<file path="src/rtl/mmio_pkg.sv">
// Shared types and constants for the memory-mapped UART transmitter.
package mmio_pkg;

  typedef enum logic [1:0] {IDLE, START, DATA, STOP} uart_state_t;

  localparam logic [31:0] UART_TX_ADDR   = 32'h0000_00C0;
  localparam logic [31:0] UART_STAT_ADDR = 32'h0000_00C4;

  // Bit positions inside the status word
  localparam int BUSY = 0;
  localparam int FULL = 1;
  localparam int OVF  = 2;

endpackage

</file>
<file path="src/rtl/byte_fifo.sv">
// Small byte FIFO with naturally wrapping pointers and an explicit count.
module byte_fifo #(
  parameter int DEPTH = 8
) (
  input  logic                         clk,
  input  logic                         reset,
  input  logic                         push,
  input  logic                         pop,
  input  logic [7:0]                   din,
  output logic [7:0]                   dout,
  output logic [$clog2(DEPTH+1)-1:0]   count,
  output logic                         full,
  output logic                         empty
);

  localparam int AW = $clog2(DEPTH);
  localparam int CW = $clog2(DEPTH + 1);
  localparam logic [CW-1:0] DEPTH_C = CW'(DEPTH);

  logic [7:0]    mem [DEPTH];
  logic [AW-1:0] wptr;
  logic [AW-1:0] rptr;
  logic          do_push;
  logic          do_pop;

  // Fullness/emptiness are judged on the pre-edge count
  assign do_push = push && !full;
  assign do_pop  = pop && !empty;
  assign full    = (count == DEPTH_C);
  assign empty   = (count == '0);
  assign dout    = mem[rptr];

  // Storage array: data only, never reset
  always_ff @(posedge clk) begin
    if (do_push) mem[wptr] <= din;
  end

  // Pointers and occupancy count
  always_ff @(posedge clk or posedge reset) begin
    if (reset) begin
      wptr  <= '0;
      rptr  <= '0;
      count <= '0;
    end else begin
      if (do_push) wptr <= wptr + 1'b1;
      if (do_pop)  rptr <= rptr + 1'b1;
      case ({do_push, do_pop})
        2'b10:   count <= count + 1'b1;
        2'b01:   count <= count - 1'b1;
        default: count <= count;
      endcase
    end
  end

endmodule

</file>
<file path="src/rtl/uart_tx_mmio.sv">
// Store-snooping 8N1 UART transmitter with a byte FIFO and a status word.
module uart_tx_mmio
  import mmio_pkg::*;
#(
  parameter int          CLK_DIV    = 16,
  parameter int          FIFO_DEPTH = 8,
  parameter logic [31:0] TX_ADDR    = UART_TX_ADDR,
  parameter logic [31:0] STAT_ADDR  = UART_STAT_ADDR
) (
  input  logic        clk,
  input  logic        reset,
  input  logic        MemWrite,
  input  logic [31:0] DataAdr,
  input  logic [31:0] WriteData,
  output logic        tx,
  output logic [31:0] StatusData,
  output logic        busy,
  output logic        full
);

  localparam int BW = $clog2(CLK_DIV);
  localparam int CW = $clog2(FIFO_DEPTH + 1);
  localparam logic [BW-1:0] BAUD_MAX = BW'(CLK_DIV - 1);

  uart_state_t   state, state_n;
  logic [BW-1:0] baud, baud_n;
  logic [2:0]    bit_idx, bit_n;
  logic [7:0]    shift, shift_n;
  logic          tx_n;
  logic          overflow;
  logic          pop;
  logic          push_req;
  logic          clr_req;
  logic          empty;
  logic          baud_end;
  logic [7:0]    head;
  logic [CW-1:0] count;

  assign push_req = MemWrite && (DataAdr == TX_ADDR);
  assign clr_req  = MemWrite && (DataAdr == STAT_ADDR);
  assign baud_end = (baud == BAUD_MAX);
  assign busy     = (state != IDLE) || (count != '0);

  byte_fifo #(.DEPTH(FIFO_DEPTH)) u_fifo (
    .clk   (clk),
    .reset (reset),
    .push  (push_req),
    .pop   (pop),
    .din   (WriteData[7:0]),
    .dout  (head),
    .count (count),
    .full  (full),
    .empty (empty)
  );

  // Next-state, baud/bit sequencing and next line level
  always_comb begin
    state_n = state;
    baud_n  = baud;
    bit_n   = bit_idx;
    shift_n = shift;
    tx_n    = tx;
    pop     = 1'b0;
    unique case (state)
      IDLE: begin
        if (!empty) begin
          pop     = 1'b1;
          shift_n = head;
          state_n = START;
          baud_n  = '0;
          tx_n    = 1'b0;
        end
      end
      START: begin
        if (baud_end) begin
          state_n = DATA;
          baud_n  = '0;
          bit_n   = 3'd0;
          tx_n    = shift[0];
        end else begin
          baud_n = baud + 1'b1;
        end
      end
      DATA: begin
        if (baud_end) begin
          baud_n  = '0;
          shift_n = {1'b0, shift[7:1]};
          if (bit_idx == 3'd7) begin
            state_n = STOP;
            tx_n    = 1'b1;
          end else begin
            bit_n = bit_idx + 3'd1;
            tx_n  = shift[1];
          end
        end else begin
          baud_n = baud + 1'b1;
        end
      end
      STOP: begin
        if (baud_end) begin
          state_n = IDLE;
          baud_n  = '0;
          tx_n    = 1'b1;
        end else begin
          baud_n = baud + 1'b1;
        end
      end
      default: state_n = IDLE;
    endcase
  end

  // Transmitter registers; the line is registered so it never glitches
  always_ff @(posedge clk or posedge reset) begin
    if (reset) begin
      state   <= IDLE;
      baud    <= '0;
      bit_idx <= 3'd0;
      shift   <= 8'd0;
      tx      <= 1'b1;
    end else begin
      state   <= state_n;
      baud    <= baud_n;
      bit_idx <= bit_n;
      shift   <= shift_n;
      tx      <= tx_n;
    end
  end

  // Sticky overflow: set by a push into a full FIFO, cleared by a status store
  always_ff @(posedge clk or posedge reset) begin
    if (reset) begin
      overflow <= 1'b0;
    end else if (push_req && full) begin
      overflow <= 1'b1;
    end else if (clr_req) begin
      overflow <= 1'b0;
    end
  end

  // Status word assembled from live register state
  always_comb begin
    StatusData       = '0;
    StatusData[BUSY] = busy;
    StatusData[FULL] = full;
    StatusData[OVF]  = overflow;
  end

endmodule

</file>
<file path="config.mk">
export PLATFORM = sky130hd
export DESIGN_NAME = uart_tx_mmio
export DESIGN_NICKNAME = d
export VERILOG_FILES = /design/src/rtl/mmio_pkg.sv /design/src/rtl/byte_fifo.sv /design/src/rtl/uart_tx_mmio.sv
export SDC_FILE = /design/constraint.sdc
export NUM_CORES = 1
export LEC_CHECK = 0
export ABC_AREA = 1
export CORE_MARGIN = 3
export CORE_UTILIZATION = 45
export CTS_CLUSTER_DIAMETER = 80
export CTS_CLUSTER_SIZE = 8
export DETAILED_ROUTE_END_ITERATION = 10
export PLACE_DENSITY = 0.72
export RECOVER_POWER = 100
export SYNTH_ARGS = -nofsm -noshare
export SYNTH_HDL_FRONTEND = slang
export SYNTH_SLANG_ARGS = --single-unit
</file>
<file path="constraint.sdc">
create_clock -name clk -period 4.95 [get_ports clk]
set_input_delay 0.7425 -clock clk [delete_from_list [all_inputs] [get_ports clk]]
set_output_delay 0.7425 -clock clk [all_outputs]
set_load 0.05 [all_outputs]
</file>
==> run summary, run 1 <==
The critical path is of the reg2out type. The area share of the leading cell type in the synthesized netlist was 41.7%; the sequential-to-total area share from yosys stat was 57.4%. The count of nets left with antenna violations once routing finished came out at 0. The floorplan has 36 rows. The worst register-to-register path begins at u_fifo.rptr[0]$_DFFE_PP0P_. Final number of max-transition violations: 0. The layout cell share with drive strength beyond 1 was 5.84%. The first-pass GRT wire length was 15.2 mm. The number of maximum-capacitance violations came out at 0. Dividing total power by cell area gives a power density of 289 mW/mm². The total placed instance area was 0.00506 mm²; the relative area change from synthesis to final layout was 14.0%.

The count of flip-flops with a built-in enable after synthesis came out at 64. The run finished with clean final reports. The die is 107 µm tall. The remaining global-route overflow is 0. In this run the post-CTS setup repair buffer count came out at 0.

During I/O placement, the number of pins put on the boundary was 102. The slowest library cell on the worst path was dlygate4sd3_1. STA puts the critical path data required time at 4.21 ns.

Timing endpoint of the critical path: busy. The number of detailed-routing iterations run before antenna repair was 5. In this run, distinct cell masters in the synthesized netlist total 37. Data on the critical path arrives at its endpoint at 2.58 ns. For the final standard cell count with taps included and fillers excluded, the log shows 647. STA classifies the critical path endpoint as an output port. The tools report the H-tree level count as 3.

Clock latency on the worst-skew pair, taken at its later pin, is 0.36 ns. The die covers 0.0115 mm². Summing the areas of all fa, ha and maj instances in the mapped netlist gives 3.53% of the synthesized area. Of the post-synthesis cell area, the part taken by muxes is 0%. For the number of global-route vias before repair, the log shows 3199.

The path class of the tightest hold or removal check is reg2reg. After legalization and detailed placement, the total HPWL measured 6.09 mm. The run gives 36 as the pin count of the biggest net entering global routing. Headroom to the max-slew limit came out at 22.5%. Setup repair after global routing left no endpoint under its margin. The final instance area is 0.00526 mm². The clock passes through at most 2 buffers. By instance count, the leading cell after synthesis is nor2_1. For the total negative slack for setup checks, the log shows 0 ns. The die span in x was 107 µm. In the synthesized netlist, the cells that appear most often are nor2_1 (84), nand2_1 (76), edfxtp_1 (64).

The number of antenna diodes in the final layout is 0. Port buffering added 48 buffers. The synthesized netlist devotes 9.14% of its cell area to compound gates. Setup slack on the worst reg-to-reg path comes out at 2.17 ns.

The library cell occupying the most area in the post-synthesis netlist was edfxtp_1. By area the synthesized netlist is led by edfxtp_1 (42%), dfrtp_1 (15%), nor2_1 (6.8%). The tools report the number of nets in the layout as 589.

The most used flip-flop cell after synthesis is edfxtp_1. TritonCTS built the clock tree. After detailed routing, the average wire length per cell comes to 14.1 µm. The CTS root buffer is clkbuf_8. In the routed design, unresolved DRC markers number 0. The synthesized design contains 93 register bits.

At the end of routability-driven placement, the weighted congestion stood at 0.842. After layout, the minimum clock period comes to 3.32 ns. Tracing the worst setup path back leads to its startpoint at state[0]$_DFFE_PP0P_. Global routing used 16.9% of the available tracks across all layers.

The core region is 0.00986 mm². The first routing iteration left 178 violations. The signal on the critical path passes through inv_1 > ha_1 > nand4_1 > dlygate4sd3_1.

Between clock sinks in the finished design, the worst skew comes to 0.0132 ns. The tools report the total power as 1520 µW. In this run the worst path has a maximum fanout of 11. The main combinational cell family by area after synthesis was simple AND/OR/NAND/NOR gates. The logs give 0 for the number of hold buffers added after CTS and 9 for the number of buffers added by the clock tree synthesis step. The final layout contains routed wiring with a total length of 9.11 mm. The clock input transition at the sequential cells of the worst setup and hold paths was 0.10 ns; the parity-gate share of the synthesized area counting xor and xnor cells was 0.949%. The routed layout has 3278 vias.

Across the VDD grid, the largest voltage drop is 0.241 mV. Counting cells, the worst reg-to-reg path comes to 5. The logs give 0 for the number of antenna violations at the first check in global routing and 0 for the final number of hold-violating endpoints. Cells fill 53.3% of the core in the end.

For the leakage power, the log shows 0.00210 µW. The tools report the startpoint class of the critical path as a flip-flop. After layout, the worst path uses 67.2% of the clock period. Number of fillers in the final layout: 859. Once the floorplan was initialized, standard cells occupied 46.8% of the core.

The detail-routed via count per cell was 5.07. The largest single stage delay on the critical path is 0.95 ns. The area fraction in and, or, nand and nor cells after synthesis is 19.7%. In this run the critical register-to-register path is captured at shift[7]$_DFFE_PP0P_. The sink count of the clock tree came out at 93.

Post-CTS repair changed the size of 0 cells. Counting flops with an async set or reset pin after synthesis yields a share of 31.2%. Setup violations remaining at the end of the flow were counted as 0.

The transition time of the tightest slew-check pin was 1.16 ns; the number of cells in the design after placement was 631. The area of the mapped netlist came out at 0.00461 mm². Counting every instance in the synthesized netlist gives 467.

Derived from the worst setup path, the maximum achievable clock frequency is 301 MHz. The Yosys warning count was 0. The average instance in the mapped netlist occupies 9.88 µm².
==> final cells by class <==
type | instances | area, µm² | share of cell area (%)
Clock buffer | 9 | 124 | 2.36
Clock inverter | 7 | 111 | 2.12
Timing Repair Buffer | 48 | 480 | 9.14
Tap cell | 133 | 166 | 3.17
Inverter | 31 | 116 | 2.21
Sequential cell | 93 | 2650 | 50.4
Multi-Input combinational cell | 326 | 1610 | 30.6
==> routing by layer <==
metal  share of wire, %  track usage, %  vias up
met3                5.7            3.18       10
met5                  0               0        -
li1                   -               -     1602
met2                 50            28.8      100
met1                 43            21.2     1566
met4                1.3            6.48        0
==> power breakdown <==
part	internal [µW]	switching [µW]
Sequential	832	0.000000870
Combinational	29.8	67.3
Clock	299	290
==> layout by cell type (no fill, tap or decap), types with 3 or more instances in the layout <==
cell type,n
clkdlybuf4s50_1,32
nand3_1,28
nand4_1,6
conb_1,29
xor2_1,4
nand2_1,76
o21ai_0,41
ha_1,13
dlygate4sd3_1,16
edfxtp_1,64
clkbuf_8,9
o211ai_1,15
or2_2,3
a21oi_1,8
nor2_2,4
dfrtp_1,28
a21oi_2,3
nor2_1,85
inv_1,30
inv_8,3
==> cell families after synthesis <==
family / after synthesis
AO/OA/AOI/OAI: 72
XOR/XNOR: 5
adder cells (fa/ha/maj): 13
buffers and inverters: 76
flip-flops: 93
other: 1
AND/OR/NAND/NOR: 207
==> worst min path at each step <==
| stage | from | end | slack [ns] | cells past startpoint |
|---|---|---|---|---|
| floorplan | shift[7]$_DFFE_PP0P_ | shift[7]$_DFFE_PP0P_ | 0.45 | 2 |
| global placement | tx$_DFFE_PP1P_ | tx$_DFFE_PP1P_ | 0.46 | 2 |
| detailed placement | tx$_DFFE_PP1P_ | tx$_DFFE_PP1P_ | 0.47 | 2 |
| CTS | tx$_DFFE_PP1P_ | tx$_DFFE_PP1P_ | 0.48 | 2 |
| global route | shift[2]$_DFFE_PP0P_ | shift[2]$_DFFE_PP0P_ | 0.52 | 2 |
| finish | shift[2]$_DFFE_PP0P_ | shift[2]$_DFFE_PP0P_ | 0.49 | 2 |
==> per-stage QoR <==
stage	hold slack, ns	setup slack [ns]
after floorplan	0.449	2.31
after global placement	0.460	1.75
after detailed placement	0.468	1.68
after CTS	0.483	1.87
after global routing	0.523	1.42
final	0.493	1.63
==> worst max-delay path: cells and delay by family, from the launching register on <==
kind | cells | cell delay (ns)
flops | 1 | 0.42
buf+inv | 2 | 1.08
simple gates | 1 | 0.46
fa+ha+maj | 1 | 0.26
==> flip-flops by register name, summed over array words and instances (netlist names) <==
register	flops
shift	8
u_fifo.mem	64
tx	1
u_fifo.rptr	3
overflow	1
u_fifo.wptr	3
baud	4
state	2
bit_idx	3
u_fifo.count	4
Power figures use the tool's default switching activity.
==> run 2: changes to the inputs <==
--- a/config.mk
+++ b/config.mk
@@ -11,7 +11,7 @@
 export CTS_CLUSTER_DIAMETER = 80
 export CTS_CLUSTER_SIZE = 8
 export DETAILED_ROUTE_END_ITERATION = 10
-export PLACE_DENSITY = 0.72
+export PLACE_DENSITY = 0.75
 export RECOVER_POWER = 100
 export SYNTH_ARGS = -nofsm -noshare
 export SYNTH_HDL_FRONTEND = slang
==> constraint.sdc (replaced) <==
create_clock -name clk -period 2.9 [get_ports clk]
set_input_delay 0.435 -clock clk [delete_from_list [all_inputs] [get_ports clk]]
set_output_delay 0.435 -clock clk [all_outputs]
set_load 0.05 [all_outputs]
==> run 2 against run 1 <==
Via count up 1.4%. Worst hold slack lost 0.020 ns. Clock power rose by 35%. Sequential share of layout area decreased by 0.19 points. Die area unchanged. Clock skew decreased by 0.0064 ns. Non-clock buffer count increased by 14. Critical path type unchanged.
==> run summary, run 2 (same netlist as run 1, synthesis figures left out) <==
The die is 107 µm wide. For the number of maximum-capacitance violations, the log shows 0. For the initial core utilization, the log shows 46.8%.

Slowest library cell on the worst path: dlygate4sd3_1. The cell sitting at the root of the clock tree is a clkbuf_8. The I/O pin count came out at 102. In this run the tightest slew margin relative to its limit is 31.3%.

STA puts the critical path data arrival time at 2.28 ns. The setup path with the least slack is of type reg2out. Entering global routing, the biggest net connects 35 pins.

The final weighted congestion in routability-driven placement is 0.795. The H-tree was split into 3 levels. For the remaining global-route overflow, the log shows 0. The critical path goes through nor2_4 > nand3_1 > inv_1 > dlygate4sd3_1. The register with the most flip-flops in the layout has 64 of them. For this run, design rule violations remaining after detail routing come to 0. The library cells used most frequently in the layout, excluding fill and tap cells, are nor2_1 (85), nand2_1 (76), edfxtp_1 (64).

Setup total negative slack on the finished layout was measured at 0 ns. The setup clock skew after layout was 0.00675 ns; the detail-routed via count per cell was 5.03. Compared with the post-synthesis result, the final layout area differs by 14.4%. More flip-flops sit in one register than any other, and that register is u_fifo.mem. The final instance area is 0.00528 mm², and the share of the clock period used by the worst path after layout is 93.7%.

The die covers 0.0115 mm². In the final layout, the registers with the most flip-flops are u_fifo.mem: 64 flops, shift: 8 flops. At the worst endpoint, the required time is 2.47 ns.

The total of buffers placed on input and output ports is 48. TritonCTS built the clock tree. The total track usage is 16.8%, and the routed wire length per instance is 13.9 µm. The most frequent standard cell in the layout excluding fill and tap cells was nor2_1.

The kind of path behind the tightest hold check is reg2reg. The flow ran to the end, and the final reports show no timing, DRC or antenna violations. The tools report the number of global-route vias before repair as 3158.

Across all setup checks in the final design, the least slack found is 0.182 ns. Derived from the worst setup path, the maximum achievable clock frequency is 368 MHz. The worst setup path is captured at an output port. Clock tree synthesis found a total of 93 sinks.

The number of clock buffers added by TritonCTS is 9. The count of standard-cell rows was 36; the largest fanout of any net on the critical path was 7. The first detailed-routing pass ran for 4 iterations.

At the pin with the least slew margin, the transition time is 1.03 ns. The logs give 0 for the final number of hold-violating endpoints and 0.00516 mm² for the total placed instance area. 0 antenna diodes ended up in the layout. The leakage power was 0.00209 µW. For this run, the slowest stage of the critical path takes 0.89 ns. Setup violations remaining at the end of the flow were counted as 0. The first routing iteration left 304 violations.

In this run, post-CTS hold repair placed 0 buffers. The run gives 6.31 mm as the placed wire-length estimate. The net count of the finished layout is 603.

In this run the standard cell core region covers 0.00986 mm². For the count of instances resized after the clock tree is built, the log shows 0. The number of antenna violations at the first check in global routing is 0.

Startpoint class of the critical path: a flip-flop. In this run the power density over the cells is 451 mW/mm². Setup repair after global routing left no endpoint under its margin.

The final critical delay including setup and external delays was 2.72 ns. The clock input transition at the sequential cells of the worst setup and hold paths is 0.09 ns, and the insertion delay of the later-clocked pin in the worst-skew pair is 0.35 ns. In the final layout, the share of cells above drive strength 1 is 5.87%.

The via count is 3323, and the final number of max-transition violations is 0. The clock passes through at most 2 buffers. At the placement stage, the worst setup path has a slack of 0.0813 ns.

The count of nets left with antenna violations once routing finished came out at 0. Summed over all layers, the routed wires come to 9.19 mm. Measured along the y axis, the die boundary spans 107 µm. IR analysis of the VDD net gives a maximum drop of 0.316 mV.

The first global-routing pass estimated 15.1 mm of wire. In this run the post-CTS setup repair buffer count came out at 0.
-- run 2: cell types whose count changed in the layout (fill, tap and decap cells not counted), moves of 2 or more --
cell,before,now
bufinv_16,2,0
inv_6,2,4
inv_8,3,1
buf_4,0,2
clkbuf_1,0,12
-- run 2: report_power, final --
part           total, µW  switching, µW  internal [µW]  leakage [µW]
registers           1420     0.00000148           1420      0.000937
logic                166            115           51.2       0.00106
clock network        796            470            326     0.0000944
total               2380            585           1800       0.00209
-- run 2: path summary, 6_finish.rpt --
path                                                  start                     endpoint  slack [ns]  cells after the start
max in group asynchronous                             reset   u_fifo.rptr[2]$_DFFE_PP0P_        1.27                      3
min in group asynchronous                             reset          baud[2]$_DFFE_PP0P_        0.64                      2
worst min-delay path                         tx$_DFFE_PP1P_               tx$_DFFE_PP1P_        0.47                      2
worst max-delay path            u_fifo.count[0]$_DFFE_PP0P_                StatusData[1]        0.18                      4
worst max register to register         state[0]$_DFFE_PP0P_  u_fifo.count[2]$_DFFE_PP0P_        0.43                     11
worst min register to register               tx$_DFFE_PP1P_               tx$_DFFE_PP1P_        0.47                      2
-- run 2: area by class of cell --
| cell class | instances | area [µm²] |
|---|---|---|
| clock inverter | 7 | 55.1 |
| inverter | 31 | 116 |
| timing repair buffer | 62 | 541 |
| sequential | 93 | 2650 |
| tap | 133 | 166 |
| clock buffer | 9 | 124 |
| multi-input combinational | 326 | 1630 |
| fill | 886 | 4590 |
-- run 2: stage by stage --
| step | power (µW) | hold WS (ns) | std cells | util (%) |
|---|---|---|---|---|
| 2_1_floorplan | 1580 | 0.449 | 495 | - |
| 3_3_place_gp | 1620 | 0.461 | 645 | 52.3 |
| 3_5_place_dp | 1620 | 0.465 | 645 | 52.3 |
| 4_1_cts | 2400 | 0.480 | 661 | 54.2 |
| 5_1_grt | 2460 | 0.505 | 661 | 53.5 |
| 6_report | 2380 | 0.473 | 661 | 53.5 |
-- run 2: critical path: cells and delay by family (launching register included) --
kind,cells,cell delay [ns]
DFF,1,0.46
buffers and inverters,2,1.07
and+or+nand+nor,2,0.41
-- run 2: metal layers --
| metal | up-vias | share of wire, % | track usage (%) |
|---|---|---|---|
| met2 | 127 | 50 | 28.7 |
| met5 | - | 0 | 0 |
| met3 | 20 | 6.4 | 3.00 |
| met4 | 0 | 2.2 | 5.94 |
| met1 | 1548 | 41 | 21.3 |
| li1 | 1628 | - | - |
==> run 3: changes to the inputs <==
--- a/config.mk
+++ b/config.mk
@@ -16,3 +16,4 @@
 export SYNTH_ARGS = -nofsm -noshare
 export SYNTH_HDL_FRONTEND = slang
 export SYNTH_SLANG_ARGS = --single-unit
+export TNS_END_PERCENT = 30
==> results of run 3 <==
No change in the layout: final DEF, timing and power equal those of run 2.
